**config.mk**
```make
export PLATFORM = sky130hd
export DESIGN_NAME = fetch_unit
export DESIGN_NICKNAME = d
export VERILOG_FILES = /design/src/rtl/fetch_unit_pkg.sv /design/src/rtl/fetch_fifo.sv /design/src/rtl/fetch_unit.sv
export SDC_FILE = /design/constraint.sdc
export NUM_CORES = 1
export LEC_CHECK = 0
export ABC_AREA = 1
export ABC_CLOCK_PERIOD_IN_PS = 11000
export BUFFER_PORTS_ARGS = -buffer_cell sky130_fd_sc_hd__buf_2
export CORE_UTILIZATION = 37
export CTS_CLUSTER_SIZE = 8
export DETAILED_ROUTE_END_ITERATION = 8
export GPL_TIMING_DRIVEN = 0
export HOLD_SLACK_MARGIN = 0.15
export SLEW_MARGIN = 15
export SYNTH_ARGS = -nofsm -noshare
export SYNTH_HDL_FRONTEND = slang
export SYNTH_SLANG_ARGS = --single-unit
```
**constraint.sdc**
```tcl
create_clock -name clk -period 11 [get_ports clk]
set_input_delay 1.1 -clock clk [delete_from_list [all_inputs] [get_ports clk]]
set_output_delay 1.1 -clock clk [all_outputs]
set_load 0.1 [all_outputs]
```
**src/rtl/fetch_unit_pkg.sv**
```systemverilog
// Shared state encodings, widths and the buffered-instruction record for the fetch stage.
package fetch_unit_pkg;

    localparam int          ILEN    = 32;
    localparam logic [31:0] PC_STEP = 32'd4;

    typedef enum logic [1:0] {
        S_REQ   = 2'd0,
        S_WAIT  = 2'd1,
        S_FLUSH = 2'd2,
        S_HALT  = 2'd3
    } state_t;

    typedef struct packed {
        logic [ILEN-1:0] pc;
        logic [ILEN-1:0] inst;
    } fetch_entry_t;

    function automatic logic pc_aligned(input logic [ILEN-1:0] pc);
        return pc[1:0] == 2'b00;
    endfunction

endpackage

```
**src/rtl/fetch_fifo.sv**
```systemverilog
// Generic synchronous FIFO, W bits wide and DEPTH (power of two) entries deep.
// Latency: a pushed word is visible at the head the cycle after the push.
// Backpressure: pushes while full are dropped unless a pop frees a slot that cycle; flush beats push.
module fetch_fifo #(
    parameter  int W     = 64,
    parameter  int DEPTH = 2,
    localparam int AW    = $clog2(DEPTH),
    localparam int CW    = AW + 1
) (
    input  logic          clk,
    input  logic          rst,
    input  logic          i_push,
    input  logic          i_pop,
    input  logic          i_flush,
    input  logic [W-1:0]  i_dat,
    output logic [W-1:0]  o_dat,
    output logic          o_full,
    output logic          o_empty,
    output logic [CW-1:0] o_count
);

    logic [W-1:0]  r_mem [DEPTH];
    logic [AW-1:0] r_rd;
    logic [AW-1:0] r_wr;
    logic [CW-1:0] r_cnt;
    logic          w_do_push;
    logic          w_do_pop;

    assign o_full    = (r_cnt == CW'(DEPTH));
    assign o_empty   = (r_cnt == '0);
    assign o_count   = r_cnt;
    assign o_dat     = r_mem[r_rd];
    assign w_do_pop  = i_pop && !o_empty;
    assign w_do_push = i_push && (!o_full || w_do_pop);

    always_ff @(posedge clk) begin
        if (rst || i_flush) begin
            r_rd  <= '0;
            r_wr  <= '0;
            r_cnt <= '0;
        end else begin
            if (w_do_push) r_wr <= r_wr + AW'(1);
            if (w_do_pop)  r_rd <= r_rd + AW'(1);
            r_cnt <= r_cnt + CW'(w_do_push) - CW'(w_do_pop);
        end
    end

    // Storage needs no reset: occupancy alone decides what is valid.
    always_ff @(posedge clk) begin
        if (w_do_push && !i_flush) r_mem[r_wr] <= i_dat;
    end

endmodule

```
**src/rtl/fetch_unit.sv**
```systemverilog
// Instruction fetch: owns the PC, keeps one imem read in flight, buffers {pc,inst} for decode.
// Latency: request on the first cycle out of reset; a response in cycle N is at the decode port in N+1.
// Backpressure: stops issuing while the buffer has no free slot; redirects squash buffer and in-flight read.
module fetch_unit
    import fetch_unit_pkg::*;
#(
    parameter logic [31:0] RESET_PC   = 32'h0000_0000,
    parameter int          FIFO_DEPTH = 2
) (
    input  logic        clk,
    input  logic        rst,
    output logic        imem_req_valid,
    input  logic        imem_req_ready,
    output logic [31:0] imem_req_addr,
    input  logic        imem_rsp_valid,
    input  logic [31:0] imem_rsp_data,
    output logic        inst_valid,
    input  logic        inst_ready,
    output logic [31:0] inst,
    output logic [31:0] inst_pc,
    input  logic        redirect_valid,
    input  logic [31:0] redirect_pc,
    output logic        misaligned_fault
);

    localparam int CW = $clog2(FIFO_DEPTH) + 1;

    state_t        r_state;
    state_t        w_next;
    state_t        w_rst_state;
    logic [31:0]   r_pc;
    logic [31:0]   r_req_pc;
    logic          r_fault;
    logic          r_halt_pend;
    logic          w_redir;
    logic          w_misal;
    logic          w_redir_ok;
    logic          w_room;
    logic          w_req_vld;
    logic          w_req_fire;
    logic          w_push;
    logic          w_pop;
    logic          w_full;
    logic          w_empty;
    logic [CW-1:0] w_count;
    fetch_entry_t  w_head;
    fetch_entry_t  w_tail;

    // Once halted (or heading there behind a wrong-path response) redirects are ignored.
    assign w_redir    = redirect_valid && (r_state != S_HALT) && !r_halt_pend;
    assign w_misal    = w_redir && !pc_aligned(redirect_pc);
    assign w_redir_ok = w_redir && !w_misal;
    assign w_room     = (w_count < CW'(FIFO_DEPTH));
    assign w_req_fire = w_req_vld && imem_req_ready;
    assign w_push     = (r_state == S_WAIT) && imem_rsp_valid && !w_redir && !rst;
    assign w_pop      = inst_valid && inst_ready;
    assign w_tail     = '{pc: r_req_pc, inst: imem_rsp_data};

    fetch_fifo #(
        .W     (2 * ILEN),
        .DEPTH (FIFO_DEPTH)
    ) u_fifo (
        .clk     (clk),
        .rst     (rst),
        .i_push  (w_push),
        .i_pop   (w_pop),
        .i_flush (w_redir),
        .i_dat   (w_tail),
        .o_dat   (w_head),
        .o_full  (w_full),
        .o_empty (w_empty),
        .o_count (w_count)
    );

    // A read still in flight at reset must be swallowed, so reset may land in S_FLUSH.
    assign w_rst_state = ((r_state == S_WAIT || r_state == S_FLUSH) && !imem_rsp_valid) ? S_FLUSH : S_REQ;

    always_ff @(posedge clk) begin
        if (rst) r_state <= w_rst_state;
        else     r_state <= w_next;
    end

    always_comb begin
        w_next = r_state;
        unique case (r_state)
            S_REQ: begin
                if (w_misal)         w_next = S_HALT;
                else if (w_req_fire) w_next = S_WAIT;
            end
            S_WAIT: begin
                if (w_redir)             w_next = imem_rsp_valid ? (w_misal ? S_HALT : S_REQ) : S_FLUSH;
                else if (imem_rsp_valid) w_next = S_REQ;
            end
            S_FLUSH: begin
                if (imem_rsp_valid) w_next = (r_halt_pend || w_misal) ? S_HALT : S_REQ;
            end
            S_HALT: w_next = S_HALT;
        endcase
    end

    always_comb begin
        w_req_vld        = (r_state == S_REQ) && w_room && !rst && !w_redir;
        imem_req_valid   = w_req_vld;
        imem_req_addr    = r_pc;
        inst_valid       = !w_empty;
        inst             = w_empty ? '0 : w_head.inst;
        inst_pc          = w_empty ? '0 : w_head.pc;
        misaligned_fault = r_fault;
    end

    always_ff @(posedge clk) begin
        if (rst) begin
            r_pc        <= RESET_PC;
            r_req_pc    <= '0;
            r_fault     <= 1'b0;
            r_halt_pend <= 1'b0;
        end else if (w_misal) begin
            r_fault     <= 1'b1;
            r_halt_pend <= (r_state != S_REQ) && !imem_rsp_valid;
        end else if (w_redir_ok) begin
            r_pc <= redirect_pc;
        end else if (w_req_fire) begin
            r_req_pc <= r_pc;
            r_pc     <= r_pc + PC_STEP;
        end
    end

    // The issue rule reserves a slot for every outstanding read.
    always_ff @(posedge clk) begin
        if (!rst) assert (!(w_push && w_full && !w_pop));
    end

endmodule

```
* Word level (Yosys, flattened, before mapping) *
Memories as Yosys holds them, arrays and structs flattened. A register that Yosys moved wholly into a read port is not among the register bits.
Cells that the tools add are included.

word-level totals
  register bits = 72
  RAM bits = 128
  input port bits = 70
  output and inout bits = 99
  logic and storage cells = 81
  memories = 1

memory list
  name          depth  bits a word  read ports  clocked after memory_dff  wr ports  RTL line          RTL
  u_fifo.r_mem  2      64           1           1                         1         fetch_fifo.sv:22  logic [W-1:0] r_mem [DEPTH];

cells by class
  add/subtract/negate cells = 5
  magnitude comparators = 1
  equality and inequality tests = 8
  mux-type cells = 19
  bitwise logic cells = 2
  reductions and logical operators = 37

operator list
  operator                                               number
  two-way mux 32 bit                                     4
  adder 32 x 3 -> 32 bit, second input constant          1
  two-way mux 2 bit                                      10
  logical AND 1 bit                                      17
  zero test 1 bit                                        8
  one-hot mux 2 bit (4 select lines)                     1
  equality test 2 bit, second input constant             3
  zero test 2 bit                                        3
  AND reduction 3 bit                                    2
  logical OR 1 bit                                       4
  two-way mux 1 bit                                      4
  inequality test 4 x 3 -> 1 bit, second input constant  1
  inequality test 4 bit, second input constant           1
  nonzero test 2 bit                                     2
  inequality test 3 bit, second input constant           1
  adder 1 bit, second input constant                     2
  adder 2 x 1 -> 2 bit                                   1
  equality test 2 x 1 -> 1 bit, second input constant    1
  < comparator 2 bit, second input constant              1
  inequality test 2 bit, second input constant           1
  NOT 1 bit                                              2
  AND reduction 2 bit                                    1
  subtractor 2 x 1 -> 2 bit                              1

* Depth between registers and ports, before layout *
  depth in word-level cells = 10
  gate-level depth with buffers = 11
  depth with buffers taken out = 10

* Cells and area by module *
From an unflattened synthesis, not the netlist that was laid out.

second synthesis, totals
  cell total of the unflattened synthesis = 908
  area, all modules = 9248.9 µm²

modules (own cells, without submodules)
  module      instances  cells an instance  area an instance (µm²)  sequential area each (µm²)
  fetch_fifo  1          240                5180.0                  3943.8
  fetch_unit  1          668                4068.9                  1381.3

* Least setup slack after synthesis *
Ideal clock, no wire load.

  path kind = input to output
  start point = input rst
  end point = output imem_req_valid
  arrival time = 3.686 ns
  required time = 9.900 ns
  path slack = 6.214 ns
  stages = 5
  buffers on the path = 2
  path through = buf_2 > inv_1 > buf_2 > nand2_1 > nor3_1

between the ends
  longest elaborated chain between the ends = 3

ends and longest elaborated chain
  item                             RTL line           RTL
  start: declaration               fetch_unit.sv:11   input logic rst,
  zero test 1 bit                  -
  logical AND 1 bit (2 in series)  fetch_unit.sv:102  w_req_vld = (r_state == S_REQ) && w_room && !rst && !w_redir;
  end: declaration                 fetch_unit.sv:12   output logic imem_req_valid,

No other way between the ends.

==> summary by stage <==
Timing
The final cycle utilization of the critical path is 33.9%. The clock skew is between 15 and 20 ps. The final number of max-transition violations is 0. The worst hold slack is 446 ps. The worst slew slack as a fraction of its limit is between 50 and 60%. Static timing analysis puts the maximum clock frequency at between 200 and 300 MHz. Summed over all failing endpoints, the final setup total negative slack is 0 ps. The actual slew at the worst max-slew pin is between 600 and 700 ps. Setup violations remaining at the end of the flow were counted as 0. Setup repair after global routing left no endpoint under its margin. The minimum clock period after layout is between 3000 and 4000 ps. The final-report hold violation count was 0.

Placed design
Detailed placement ended at an HPWL of between 15 and 20 mm. The final estimated routing congestion in global placement is ~0.9. The count of port buffers added during placement is approximately 170.

The post-place instance area is just under 10,000 sq um.

Global route
Entering global routing, the biggest net connects 28 pins. The number of global-route vias before repair is between 6,000 and 7,000. The first global-routing pass estimated ~34 mm of wire. The number of antenna violations at the first check in global routing was 0. The total congestion overflow is 0. The total global-route track usage is between 10% and 20%.

Pwr
In this run the power density over the cells is between 150 and 200 nW/um^2. The share of total power in the clock network is between 30% and 40%. For this design the static power due to leakage is 4.31 nW. In this run switching power makes up roughly a third of total power. Internal power comes to about 0.0014 W. The maximum ir drop on the vdd rail is 0.000105 V. The sequential share of power is a little over two fifths. The combinational group share of total power is between 10% and 20%. The reported net switching power is 0.000656 W.

Min path
The worst hold path belongs to the class reg2reg. The origin of the worst min-delay path is r_req_pc[25].

Yosys
The synthesized design contains between 200 and 250 register bits. The most used flip-flop cell after synthesis is sky130_fd_sc_hd__edfxtp_1. A synthesized cell averages between 9 and 10 sq um. The share of the Yosys chip area taken by registers is ~62%. During synthesis, Yosys emitted a total of 0 warnings. By count the netlist is led by sky130_fd_sc_hd__nand2_1 (268), sky130_fd_sc_hd__edfxtp_1 (130), sky130_fd_sc_hd__a21oi_1 (117), sky130_fd_sc_hd__dfxtp_1 (71), sky130_fd_sc_hd__nor2_1 (63).

The post-synthesis net count is between 900 and 1,000. In the synthesized netlist, the number of instances is 892. The top cell type by total area after synthesis is sky130_fd_sc_hd__edfxtp_1.

The share of flip-flops with an asynchronous set or reset after synthesis is 0%. After synthesis, the cell types taking the most area are sky130_fd_sc_hd__edfxtp_1 (46%), sky130_fd_sc_hd__dfxtp_1 (17%), sky130_fd_sc_hd__nand2_1 (12%), sky130_fd_sc_hd__a21oi_1 (6.8%), sky130_fd_sc_hd__nor2_1 (2.8%). The count of flip-flops with a built-in enable after synthesis is 130.

The synthesized netlist occupies a cell area of 8550 sq um. The distinct cell type count of the synthesized netlist is 39. The most common cell in the synthesized netlist is sky130_fd_sc_hd__nand2_1. The top-area cell type share of the netlist area is 45.7%.

Die
The width of the chip is between 150 and 200 um. The total die area is approximately 24,000 sq um. The floorplan core area is 22,600 sq um. The floorplan has between 50 and 60 rows.

The I/O pin count is about 170. The initial standard-cell utilization of the core is a little under two fifths. The height of the die is around 150 um.

Route
Dividing the detail-routed via count by the number of cells gives approximately 4.8. The routed layout has between 6,000 and 7,000 vias. After detailed routing, the average wire length per cell comes to approximately 16 um. The number of detailed-routing iterations run before antenna repair is 4. For this run, design rule violations remaining after detail routing come to 0.

The antenna violation net count after detailed routing is 0. Wires add up to between 20 and 25 mm. The first routing iteration left 334 violations.

Setup path
The startpoint of the lowest-slack register-to-register path is r_state[1]. The required time of the worst setup path is just under 10,000 ps. The signal arrival time at the worst endpoint is around 2600 ps. On the worst path, the slowest cell contributes a delay of 480 ps. The worst setup path is captured at a primary output.

The worst-path maximum fanout is 10. The register-to-register setup slack is 8700 ps. The worst setup path is launched from a flop.

The cell with the largest stage delay on the worst path is sky130_fd_sc_hd__buf_2. Walking the worst path, the cells encountered are clkbuf_1, clkbuf_1, nand2_1, a21oi_1, buf_2. The most frequent cell on the critical path is sky130_fd_sc_hd__clkbuf_1. The critical path in this run is classified as reg2out.

CTS
After clock tree synthesis, the flow added hold-fix buffers numbering 0. The H-tree depth is 1. The CTS root buffer is sky130_fd_sc_hd__clkbuf_16. The clock tree from TritonCTS is yes.

The clock-pin slew of the registers on the worst-case setup and hold paths is approximately 50 ps. The clock passes through at most 3 buffers. The total of cells resized after clock tree synthesis is 0. The tree built by TritonCTS fans out to 201 sinks. The clock insertion delay at the later pin of the skew report is 520 ps. The number of setup buffers added after CTS is 0. TritonCTS created 29 clock buffers.

Layout
Once layout is done, the placed cells without fillers occupy around 11,000 sq um. Cells with a size suffix above 1 make up 22.2% of the layout. The area growth from synthesis to layout is 24.7%. The filler cells instantiated in the layout total 2,141. The final layout contains 1,172 nets. The area of the multi-input gates is 2800 sq um. The flip-flop and latch area is 5330 sq um. The repair_antennas step left the layout with diodes totalling 0.

Status
The run finished with clean final reports.

Flow run
Max-cap violations in this run came to 0.
[layout by cell type, fill, tap and decap left out, types with 4 or more instances in the layout]
cell                        count
sky130_fd_sc_hd__a21oi_1      117
sky130_fd_sc_hd__a21oi_2        5
sky130_fd_sc_hd__buf_1          4
sky130_fd_sc_hd__buf_2        178
sky130_fd_sc_hd__buf_6          4
sky130_fd_sc_hd__clkbuf_1      42
sky130_fd_sc_hd__clkbuf_16     29
sky130_fd_sc_hd__dfxtp_1       71
sky130_fd_sc_hd__edfxtp_1     130
sky130_fd_sc_hd__ha_1           8
sky130_fd_sc_hd__inv_1         53
sky130_fd_sc_hd__nand2_1      268
sky130_fd_sc_hd__nand3_1       34
sky130_fd_sc_hd__nor2_1        61
sky130_fd_sc_hd__nor2_2         8
sky130_fd_sc_hd__nor3_1         8
sky130_fd_sc_hd__o21ai_0       33
sky130_fd_sc_hd__o221ai_1       4
sky130_fd_sc_hd__xor2_1         8
[worst max-delay path: cells and delay by family, from the launching register on]
kind	cells	cell delay [ps]
AO/OA/AOI/OAI	1	260
buffers and inverters	3	1390
flip-flops	1	360
AND/OR/NAND/NOR	1	100
[final cells by class]
type | count | share of cell area (%)
timing repair buffer | 171 | 8.73
buffer | 44 | 2.07
tap | 285 | 3.34
sequential | 201 | 49.9
clock buffer | 49 | 7.51
clock inverter | 1 | 0.0821
multi-input combinational | 590 | 26.3
inverter | 57 | 2.03
[final timing paths]
path                                       endpoint  depth (start not counted)
worst max register to register  u_fifo.r_mem[0][24]                          7
worst min-delay path            u_fifo.r_mem[0][57]                          0
worst max-delay path                    inst_pc[17]                          5
worst min register to register  u_fifo.r_mem[0][57]                          0
[registers in the layout, summed over array words and instances, names as in the netlist, 2 cells and up, named ones only]
name	count
r_req_pc	32
r_state	2
imem_req_addr	32
u_fifo.o_count	2
u_fifo.r_mem	128
[power groups by stage]
stage	Sequential [W]	Combinational [W]	Clock, W
after floorplan	0.000975	0.000237	0
after global placement	0.000901	0.000404	0
after detailed placement	0.000899	0.000411	0
after CTS	0.000885	0.000413	0.000802
after global routing	0.000890	0.000441	0.000840
final	0.000885	0.000410	0.000785
[routing by layer]
| layer | wire length, um | part of all wire [%] | GRT usage [%] | vias to the layer above |
|---|---|---|---|---|
| met5 | 0 | 0 | 0 | - |
| met4 | 374 | 1.7 | 4.76 | 0 |
| met3 | 1130 | 5.2 | 3.21 | 29 |
| met2 | 10000 | 46 | 30.7 | 200 |
| met1 | 10100 | 47 | 25.1 | 3074 |
| li1 | - | - | - | 3404 |
[through the flow]
step                cells  total power (W)  util (%)  setup WS, ps
global route         1398          0.00217      47.1          7080
CTS                  1398          0.00210      47.1          7220
floorplan             892          0.00121         -          6210
finish               1398          0.00208      47.1          7270
global placement     1344          0.00130      43.0          4570
detailed placement   1348          0.00131      43.5          7380
[kinds of logic after synthesis]
kind of cell | share of synthesized area, %
xor+xnor | 1.13
fa+ha+maj | 1.17
simple gates | 19.3
flops | 62.3
compound gates | 11.0
buf+inv | 5.11
Power figures use the tool's default switching activity.
